File: src/rtl/fwd_pkg.sv
// fwd_pkg: forwarding-select type and encodings shared by the forwarding unit
package fwd_pkg;
  typedef logic [1:0] fwd_sel_t;
  localparam fwd_sel_t FWD_NONE  = 2'b00;
  localparam fwd_sel_t FWD_MEMWB = 2'b01;
  localparam fwd_sel_t FWD_EXMEM = 2'b10;
endpackage

File: src/rtl/forwarding_unit_if.sv
// forwarding_unit_if: pipeline hazard inputs and operand-select outputs; counter signals exist only with FWD_STATS_EN
interface forwarding_unit_if #(
  parameter int REG_ADDR_W = 5,
  parameter int CNT_W = 16
);
  import fwd_pkg::*;
  logic [REG_ADDR_W-1:0] Rs1_ID_EX;
  logic [REG_ADDR_W-1:0] Rs2_ID_EX;
  logic [REG_ADDR_W-1:0] Rd_EX_MEM;
  logic [REG_ADDR_W-1:0] Rd_MEM_WB;
  logic Reg_Write_EX_MEM;
  logic Reg_Write_MEM_WB;
  fwd_sel_t F1;
  fwd_sel_t F2;
  fwd_sel_t F1_q;
  fwd_sel_t F2_q;
`ifdef FWD_STATS_EN
  logic [CNT_W-1:0] fwd_exmem_cnt;
  logic [CNT_W-1:0] fwd_memwb_cnt;
  modport master (
    output Rs1_ID_EX, Rs2_ID_EX, Rd_EX_MEM, Rd_MEM_WB, Reg_Write_EX_MEM, Reg_Write_MEM_WB,
    input F1, F2, F1_q, F2_q, fwd_exmem_cnt, fwd_memwb_cnt
  );
  modport slave (
    input Rs1_ID_EX, Rs2_ID_EX, Rd_EX_MEM, Rd_MEM_WB, Reg_Write_EX_MEM, Reg_Write_MEM_WB,
    output F1, F2, F1_q, F2_q, fwd_exmem_cnt, fwd_memwb_cnt
  );
`else
  modport master (
    output Rs1_ID_EX, Rs2_ID_EX, Rd_EX_MEM, Rd_MEM_WB, Reg_Write_EX_MEM, Reg_Write_MEM_WB,
    input F1, F2, F1_q, F2_q
  );
  modport slave (
    input Rs1_ID_EX, Rs2_ID_EX, Rd_EX_MEM, Rd_MEM_WB, Reg_Write_EX_MEM, Reg_Write_MEM_WB,
    output F1, F2, F1_q, F2_q
  );
`endif
endinterface

File: src/rtl/fwd_select.sv
// fwd_select: single-operand forwarding priority compare, EX/MEM over MEM/WB, x0 never forwards
module fwd_select
  import fwd_pkg::*;
#(
  parameter int REG_ADDR_W = 5
) (
  input  logic [REG_ADDR_W-1:0] rs,
  input  logic [REG_ADDR_W-1:0] rd_exmem,
  input  logic [REG_ADDR_W-1:0] rd_memwb,
  input  logic                  we_exmem,
  input  logic                  we_memwb,
  output fwd_sel_t              sel
);
  logic hit_exmem;
  logic hit_memwb;
  // match each stage's writer against the source; the newer EX/MEM result wins
  always_comb begin
    hit_exmem = we_exmem && (rd_exmem != '0) && (rd_exmem == rs);
    hit_memwb = we_memwb && (rd_memwb != '0) && (rd_memwb == rs);
    sel = hit_exmem ? FWD_EXMEM : hit_memwb ? FWD_MEMWB : FWD_NONE;
  end
endmodule

File: src/rtl/forwarding_unit.sv
// forwarding_unit: operand forwarding selects with registered copies; define FWD_STATS_EN for saturating forward counters
module forwarding_unit
  import fwd_pkg::*;
#(
  parameter int REG_ADDR_W = 5,
  parameter int CNT_W = 16
) (
  input logic clk,
  input logic rst_n,
  forwarding_unit_if.slave bus
);
  if (REG_ADDR_W < 1 || CNT_W < 2) begin : g_bad_param
    $error("forwarding_unit: REG_ADDR_W must be >= 1 and CNT_W >= 2");
  end
  fwd_select #(.REG_ADDR_W(REG_ADDR_W)) u_sel1 (
    .rs(bus.Rs1_ID_EX), .rd_exmem(bus.Rd_EX_MEM), .rd_memwb(bus.Rd_MEM_WB),
    .we_exmem(bus.Reg_Write_EX_MEM), .we_memwb(bus.Reg_Write_MEM_WB), .sel(bus.F1)
  );
  fwd_select #(.REG_ADDR_W(REG_ADDR_W)) u_sel2 (
    .rs(bus.Rs2_ID_EX), .rd_exmem(bus.Rd_EX_MEM), .rd_memwb(bus.Rd_MEM_WB),
    .we_exmem(bus.Reg_Write_EX_MEM), .we_memwb(bus.Reg_Write_MEM_WB), .sel(bus.F2)
  );
  // one-cycle registered copy of both selects
  always_ff @(posedge clk or negedge rst_n) begin
    if (!rst_n) begin
      bus.F1_q <= FWD_NONE;
      bus.F2_q <= FWD_NONE;
    end else begin
      bus.F1_q <= bus.F1;
      bus.F2_q <= bus.F2;
    end
  end
`ifdef FWD_STATS_EN
  logic [1:0]     n_exmem;
  logic [1:0]     n_memwb;
  logic [CNT_W:0] sum_exmem;
  logic [CNT_W:0] sum_memwb;
  // count operands taking each bypass this cycle; carry-out means saturate
  always_comb begin
    n_exmem = {1'b0, bus.F1 == FWD_EXMEM} + {1'b0, bus.F2 == FWD_EXMEM};
    n_memwb = {1'b0, bus.F1 == FWD_MEMWB} + {1'b0, bus.F2 == FWD_MEMWB};
    sum_exmem = {1'b0, bus.fwd_exmem_cnt} + (CNT_W+1)'(n_exmem);
    sum_memwb = {1'b0, bus.fwd_memwb_cnt} + (CNT_W+1)'(n_memwb);
  end
  // saturating forward-event counters
  always_ff @(posedge clk or negedge rst_n) begin
    if (!rst_n) begin
      bus.fwd_exmem_cnt <= '0;
      bus.fwd_memwb_cnt <= '0;
    end else begin
      bus.fwd_exmem_cnt <= sum_exmem[CNT_W] ? '1 : sum_exmem[CNT_W-1:0];
      bus.fwd_memwb_cnt <= sum_memwb[CNT_W] ? '1 : sum_memwb[CNT_W-1:0];
    end
  end
`endif
endmodule

File: src/flat_wrapper.sv
// flat-port wrapper written by rule: the top's interface ports become plain ports
module forwarding_unit_flat import fwd_pkg::*;
#(
  parameter int REG_ADDR_W = 5,
  parameter int CNT_W = 16
)
  (clk, rst_n, bus_Rs1_ID_EX, bus_Rs2_ID_EX, bus_Rd_EX_MEM, bus_Rd_MEM_WB, bus_Reg_Write_EX_MEM, bus_Reg_Write_MEM_WB, bus_F1, bus_F2, bus_F1_q, bus_F2_q);
  forwarding_unit_if #(.REG_ADDR_W(REG_ADDR_W), .CNT_W(CNT_W)) bus_i ();
  input logic clk;
  input logic rst_n;
  input wire logic [$bits(bus_i.Rs1_ID_EX)-1:0] bus_Rs1_ID_EX;
  input wire logic [$bits(bus_i.Rs2_ID_EX)-1:0] bus_Rs2_ID_EX;
  input wire logic [$bits(bus_i.Rd_EX_MEM)-1:0] bus_Rd_EX_MEM;
  input wire logic [$bits(bus_i.Rd_MEM_WB)-1:0] bus_Rd_MEM_WB;
  input wire logic [$bits(bus_i.Reg_Write_EX_MEM)-1:0] bus_Reg_Write_EX_MEM;
  input wire logic [$bits(bus_i.Reg_Write_MEM_WB)-1:0] bus_Reg_Write_MEM_WB;
  output wire logic [$bits(bus_i.F1)-1:0] bus_F1;
  output wire logic [$bits(bus_i.F2)-1:0] bus_F2;
  output wire logic [$bits(bus_i.F1_q)-1:0] bus_F1_q;
  output wire logic [$bits(bus_i.F2_q)-1:0] bus_F2_q;
  assign bus_i.Rs1_ID_EX = bus_Rs1_ID_EX;
  assign bus_i.Rs2_ID_EX = bus_Rs2_ID_EX;
  assign bus_i.Rd_EX_MEM = bus_Rd_EX_MEM;
  assign bus_i.Rd_MEM_WB = bus_Rd_MEM_WB;
  assign bus_i.Reg_Write_EX_MEM = bus_Reg_Write_EX_MEM;
  assign bus_i.Reg_Write_MEM_WB = bus_Reg_Write_MEM_WB;
  assign bus_F1 = bus_i.F1;
  assign bus_F2 = bus_i.F2;
  assign bus_F1_q = bus_i.F1_q;
  assign bus_F2_q = bus_i.F2_q;
  forwarding_unit #(.REG_ADDR_W(REG_ADDR_W), .CNT_W(CNT_W)) u_core (.clk(clk), .rst_n(rst_n), .bus(bus_i));
endmodule
File: config.mk
export PLATFORM = sky130hd
export DESIGN_NAME = forwarding_unit_flat
export DESIGN_NICKNAME = d
export VERILOG_FILES = /design/src/rtl/fwd_pkg.sv /design/src/rtl/forwarding_unit_if.sv /design/src/rtl/fwd_select.sv /design/src/rtl/forwarding_unit.sv /design/src/flat_wrapper.sv
export SDC_FILE = /design/constraint.sdc
export NUM_CORES = 1
export LEC_CHECK = 0
export CAP_MARGIN = 10
export CORE_MARGIN = 3
export CORE_UTILIZATION = 27
export CTS_CLUSTER_DIAMETER = 80
export DETAILED_ROUTE_END_ITERATION = 10
export PLACE_DENSITY_LB_ADDON = 0.2
export RECOVER_POWER = 100
export SYNTH_ARGS = -nofsm -noshare
export SYNTH_HDL_FRONTEND = slang
export SYNTH_SLANG_ARGS = --single-unit
File: constraint.sdc
create_clock -name clk -period 1.8 [get_ports clk]
set_clock_uncertainty 0.15 [all_clocks]
set_input_delay 0.36 -clock clk [delete_from_list [all_inputs] [get_ports clk]]
set_output_delay 0.36 -clock clk [all_outputs]
set_load 0.01 [all_outputs]
==> impl_metrics.py <==
metrics = {
    "clock_network": {
        "clock_path_buffers": 2,
        "clock-sinks": 4,
        "cts_buffers": 3,
        "cts_max_level": 1,
        "cts_root_buffer": "clkbuf_4",
        "clkTransAtPathRegs_ns": 0.03,
        "cts_tree": "done",
    },
    "synth": {
        "yosysWarnings": 0,
        "synth_cell_types": 12,
        "syn_avg_cell_area_um2": 9.63,
        "ys_ff_latch": 4,
        "syn-num-nets": 64,
        "seq_area_frac_synth_pct": 26.0,
        "synthCells": 40,
        "syn_area_um2": 385,
    },
    "timing": {
        "min_period_ns": 2.21,
        "rsz0062_at_grt": "yes",
        "fin_setup_tns_ns": -1.47,
        "post-route-period-util_pct": 123,
        "max_freq_ghz": 0.452,
        "setup_slack_ns": -0.414,
        "slew-limit-headroom_pct": 80.2,
        "worst_slew_pin_slew_ns": 0.295,
        "slew_viol_final": 0,
        "setup_viol": 4,
        "hold_violations": 0,
    },
    "setup_path": {
        "cp_slowest_cell": "or4_4",
        "crit_top_cell": "nor4_4",
        "path_class": "in -> out",
        "crit_path_start_kind": "input pin",
        "worstSetupStartpoint": "bus_Rd_EX_MEM[4]",
        "required_ns": 1.29,
        "crit_buf_inv": 2,
        "max_stage_delay_ns": 0.54,
        "path_cells": "buf_6 -> or4_4 -> o21ai_4 -> nor4_4 -> nor4_4 -> buf_2",
        "path_delay_family": "simple AND/OR/NAND/NOR gates",
        "end_kind": "output port",
        "worstPathArrival_ns": 1.70,
        "path_max_fanout": 2,
    },
    "global_route": {
        "antenna_found_initial": 0,
        "track_usage_pct": 13.3,
        "grt_pass1_wl_um": 1890,
        "overflow": 0,
        "grt_pass1_vias": 493,
        "grt_start_max_net_pins": 5,
    },
    "outcome": {
        "violations": "setup timing",
        "status": "finished, violations left",
    },
    "finish": {
        "final_nets": 118,
        "drive_gt1_share_pct": 40.2,
        "final_cell_mix": "buf_4 (18), xnor2_1 (16), dlygate4sd2_1 (15), buf_6 (6), dlygate4sd3_1 (5)",
        "multi_input_area_um2": 329,
        "fillers": 113,
        "syn_to_final_growth_pct": 134,
        "final_common_cell": "buf_4",
        "n_antenna_cell": 0,
        "ff_latch_area_um2": 100,
        "final_util_pct": 74.3,
    },
    "die": {
        "die-area_mm2": 0.00192,
        "die_w_um": 43.8,
        "fp.dieH_um": 43.8,
        "rows": 12,
        "pin_count": 32,
        "core_area_mm2": 0.00122,
        "initial_core_util_pct": 31.7,
    },
    "detailed_routing": {
        "finalWirelength_um": 1150,
        "first_pass_iters": 2,
        "wl_per_cell_um": 10.8,
        "drc": 0,
        "via_count": 479,
        "antenna_left": 0,
        "drt_iter0_markers": 4,
        "vias_per_cell": 4.52,
    },
    "place": {
        "gp_congestion": 0.743,
        "port_buffers": 31,
        "dp_slack_ns": -1.18,
        "dpl.hpwl_um": 1090,
    },
    "power_and_ir_drop": {
        "p_leak_nw": 0.411,
        "powerDensity_mw_per_mm2": 394,
        "irDropWorstVdd_mv": 0.179,
    },
    "worst_hold_path": {
        "holdCritPathClass": "in -> async",
    },
    "flow_run": {
        "drv_cap": 0,
    },
}
cell type report:
cell class | instances | area share, %
Sequential cell | 4 | 11.1
Timing Repair Buffer | 51 | 48.1
Clock buffer | 3 | 2.49
Multi-Input combinational cell | 34 | 36.4
Tap cell | 14 | 1.94
repair_timing:
| action | in CTS | in global routing |
|---|---|---|
| setup buffers | 2 | 0 |
| hold buffers | 0 | 0 |
| gates resized for setup | 50 | 2 |
| pin swaps | 9 | 2 |
| setup endpoints to repair | 7 | 4 |
state kept, by name (all words and copies together) (netlist names):
register / cells
u_core.bus.F1_q: 2
u_core.bus.F2_q: 2
metal layers:
layer,GRT usage (%),share of wire [%]
met1,12.7,36
met2,25.3,52
met3,2.07,11
met4,9.04,1.5
met5,0,0
synthesized netlist by cell type:
cell type  number  share of area (%)
buf_4           2                3.9
dfrtp_1         4                 26
nand2_1         2                1.9
nand3_1         2                2.6
nand4_1         2                3.2
nor2_1          1               0.97
nor4_1          2                3.2
nor4_2          2                6.5
o21ai_2         1                2.3
or4_1           2                3.9
xnor2_1        16                 36
xor2_1          4                9.1
path summary, 6_finish.rpt:
| path | cells past startpoint | to |
|---|---|---|
| min in group clk | 4 | u_core.bus.F2_q[0]$_DFF_PN0_ |
| max | 6 | bus_F1[0] |
| min | 1 | u_core.bus.F1_q[1]$_DFF_PN0_ |
| max in group asynchronous | 1 | u_core.bus.F1_q[0]$_DFF_PN0_ |
stage by stage:
step | instance area, um^2 | hold WS, ns | total power, mW | cells
finish | 903 | 0.248 | 0.356 | 106
global route | 903 | 0.255 | 0.380 | 106
CTS | 902 | 0.173 | 0.365 | 106
detailed placement | 892 | 0.423 | 0.265 | 101
global placement | 892 | 0.420 | 0.263 | 101
floorplan | 444 | -0.0856 | 0.158 | 40
power breakdown:
group	internal, mW	switching, mW
clock	0.0742	0.0324
combinational	0.0920	0.0647
sequential	0.0920	0.000298
total	0.258	0.0974
cell families (layout without fill, tap and decap cells):
kind of cell,Yosys count,after routing,share of synthesized area [%]
xor+xnor,20,20,45.5
flops,4,4,26.0
simple gates,13,13,22.4
compound gates,1,1,2.27
buf+inv,2,54,3.89
No activity file was read; power rests on OpenSTA's default activity.
==> edit, RTL diff (same settings) <==
`REG_ADDR_W` is set to 5 in 4 places; all go to 7.
--- a/src/rtl/forwarding_unit_if.sv
+++ b/src/rtl/forwarding_unit_if.sv
@@ -2,3 +2,3 @@
 interface forwarding_unit_if #(
-  parameter int REG_ADDR_W = 5,
+  parameter int REG_ADDR_W = 7,
   parameter int CNT_W = 16
--- a/src/rtl/fwd_select.sv
+++ b/src/rtl/fwd_select.sv
@@ -4,3 +4,3 @@
 #(
-  parameter int REG_ADDR_W = 5
+  parameter int REG_ADDR_W = 7
 ) (
--- a/src/rtl/forwarding_unit.sv
+++ b/src/rtl/forwarding_unit.sv
@@ -4,3 +4,3 @@
 #(
-  parameter int REG_ADDR_W = 5,
+  parameter int REG_ADDR_W = 7,
   parameter int CNT_W = 16
--- a/src/flat_wrapper.sv
+++ b/src/flat_wrapper.sv
@@ -3,3 +3,3 @@
 #(
-  parameter int REG_ADDR_W = 5,
+  parameter int REG_ADDR_W = 7,
   parameter int CNT_W = 16
Ports: changed (resized bus_Rd_EX_MEM, bus_Rd_MEM_WB, bus_Rs1_ID_EX and bus_Rs2_ID_EX); port bits go from 32 to 40. The function was not compared with the original's and may differ.
==> edit against the original RTL <==
  * The flow still finishes with violations (setup timing)
  * Routed wire length grew 51%
  * Maximum frequency is 3.5% lower
  * Power is 16% higher
  * Global-route usage is 2.1 points higher
  * Die area increased by 27%
  * Sequential cell count is the same
  * Synthesized area up 31%
  * Sequential power decreased by 1%
  * Count of clock-buffer cells in the layout stayed put
  * Setup slack lost 0.080 ns
  * Cell area is 29% higher
  * Via count increased by 28%
  * Largest power group unchanged
==> edit: results (changes against the original RTL) <==
run_status: "finished, violations left"  # unchanged
violations: "setup timing"  # unchanged
via_per_inst: 4.40  # was 4.52
wire_per_inst_um: 12.4  # was 10.8 um
fill_cells: 157  # was 113
worst_slew_pin_slew_ns: 0.283  # was 0.295 ns
synth_cell_type_count: 13  # was 12
wl_met3_um: 116  # was 128 um
setup_slack_ns: -0.493  # was -0.414 ns
dpl.cell_count: 133  # was 101
tns_ns: -1.82  # was -1.47 ns
io_buffer_count: 39  # was 31
cp_data_arrival_time_ns: 1.78  # was 1.70 ns
p_int_w: 0.000294  # was 0.000258 W
yosys-top-cells-area: "xnor2_1 (35%), dfrtp_1 (20%), xor2_1 (14%), nor3_2 (5.9%), o41ai_4 (5.4%)"  # was xnor2_1 (36%), dfrtp_1 (26%), xor2_1 (9.1%), nor4_2 (6.5%), buf_4 (3.9%)
place_area_um2: 1070  # was 892 um2
finalSetupViolCount: 4  # unchanged
vias: 611  # was 479
hpwl_um: 1550  # was 1090 um
grt_util_met1: 0.159  # was 0.127
ir_drop_uv: 191  # was 179 uV
synth_nets: 82  # was 64
synth_xor_xnor_area_share: 0.485  # was 0.455
p_clk_w: 0.000111  # was 0.000107 W
final_nets: 148  # was 118
-- edit: final cells by class --
type                       instances  share of cell area
clock buffer                       3              0.0194
timing repair buffer              63               0.491
sequential                         4              0.0862
multi-input combinational         44               0.376
tap                               25              0.0269
-- edit: worst paths after layout --
kind | from | slack, ns | cells past startpoint | to
setup / recovery | bus_Rd_EX_MEM[5] | -0.49 | 7 | bus_F1[0]
hold / removal | rst_n | 0.25 | 1 | u_core.bus.F2_q[0]
max in group asynchronous | rst_n | 1.08 | 1 | u_core.bus.F1_q[1]
min in group clk | bus_Rs2_ID_EX[5] | 0.40 | 4 | u_core.bus.F2_q[0]
-- edit: what timing repair did --
action,CTS,global route
pin swaps,10,13
setup endpoints to repair,8,4
hold buffers,0,0
hold endpoints to repair,0,0
setup buffers,2,1
resized for setup,48,9
-- edit: worst max-delay path: stages --
cell and delay [ns]:
buf_6 0.09, or4_4 0.53, o41ai_4 0.26, buf_4 0.18, nor3_4 0.04, nor3_2 0.16
buf_2 0.16
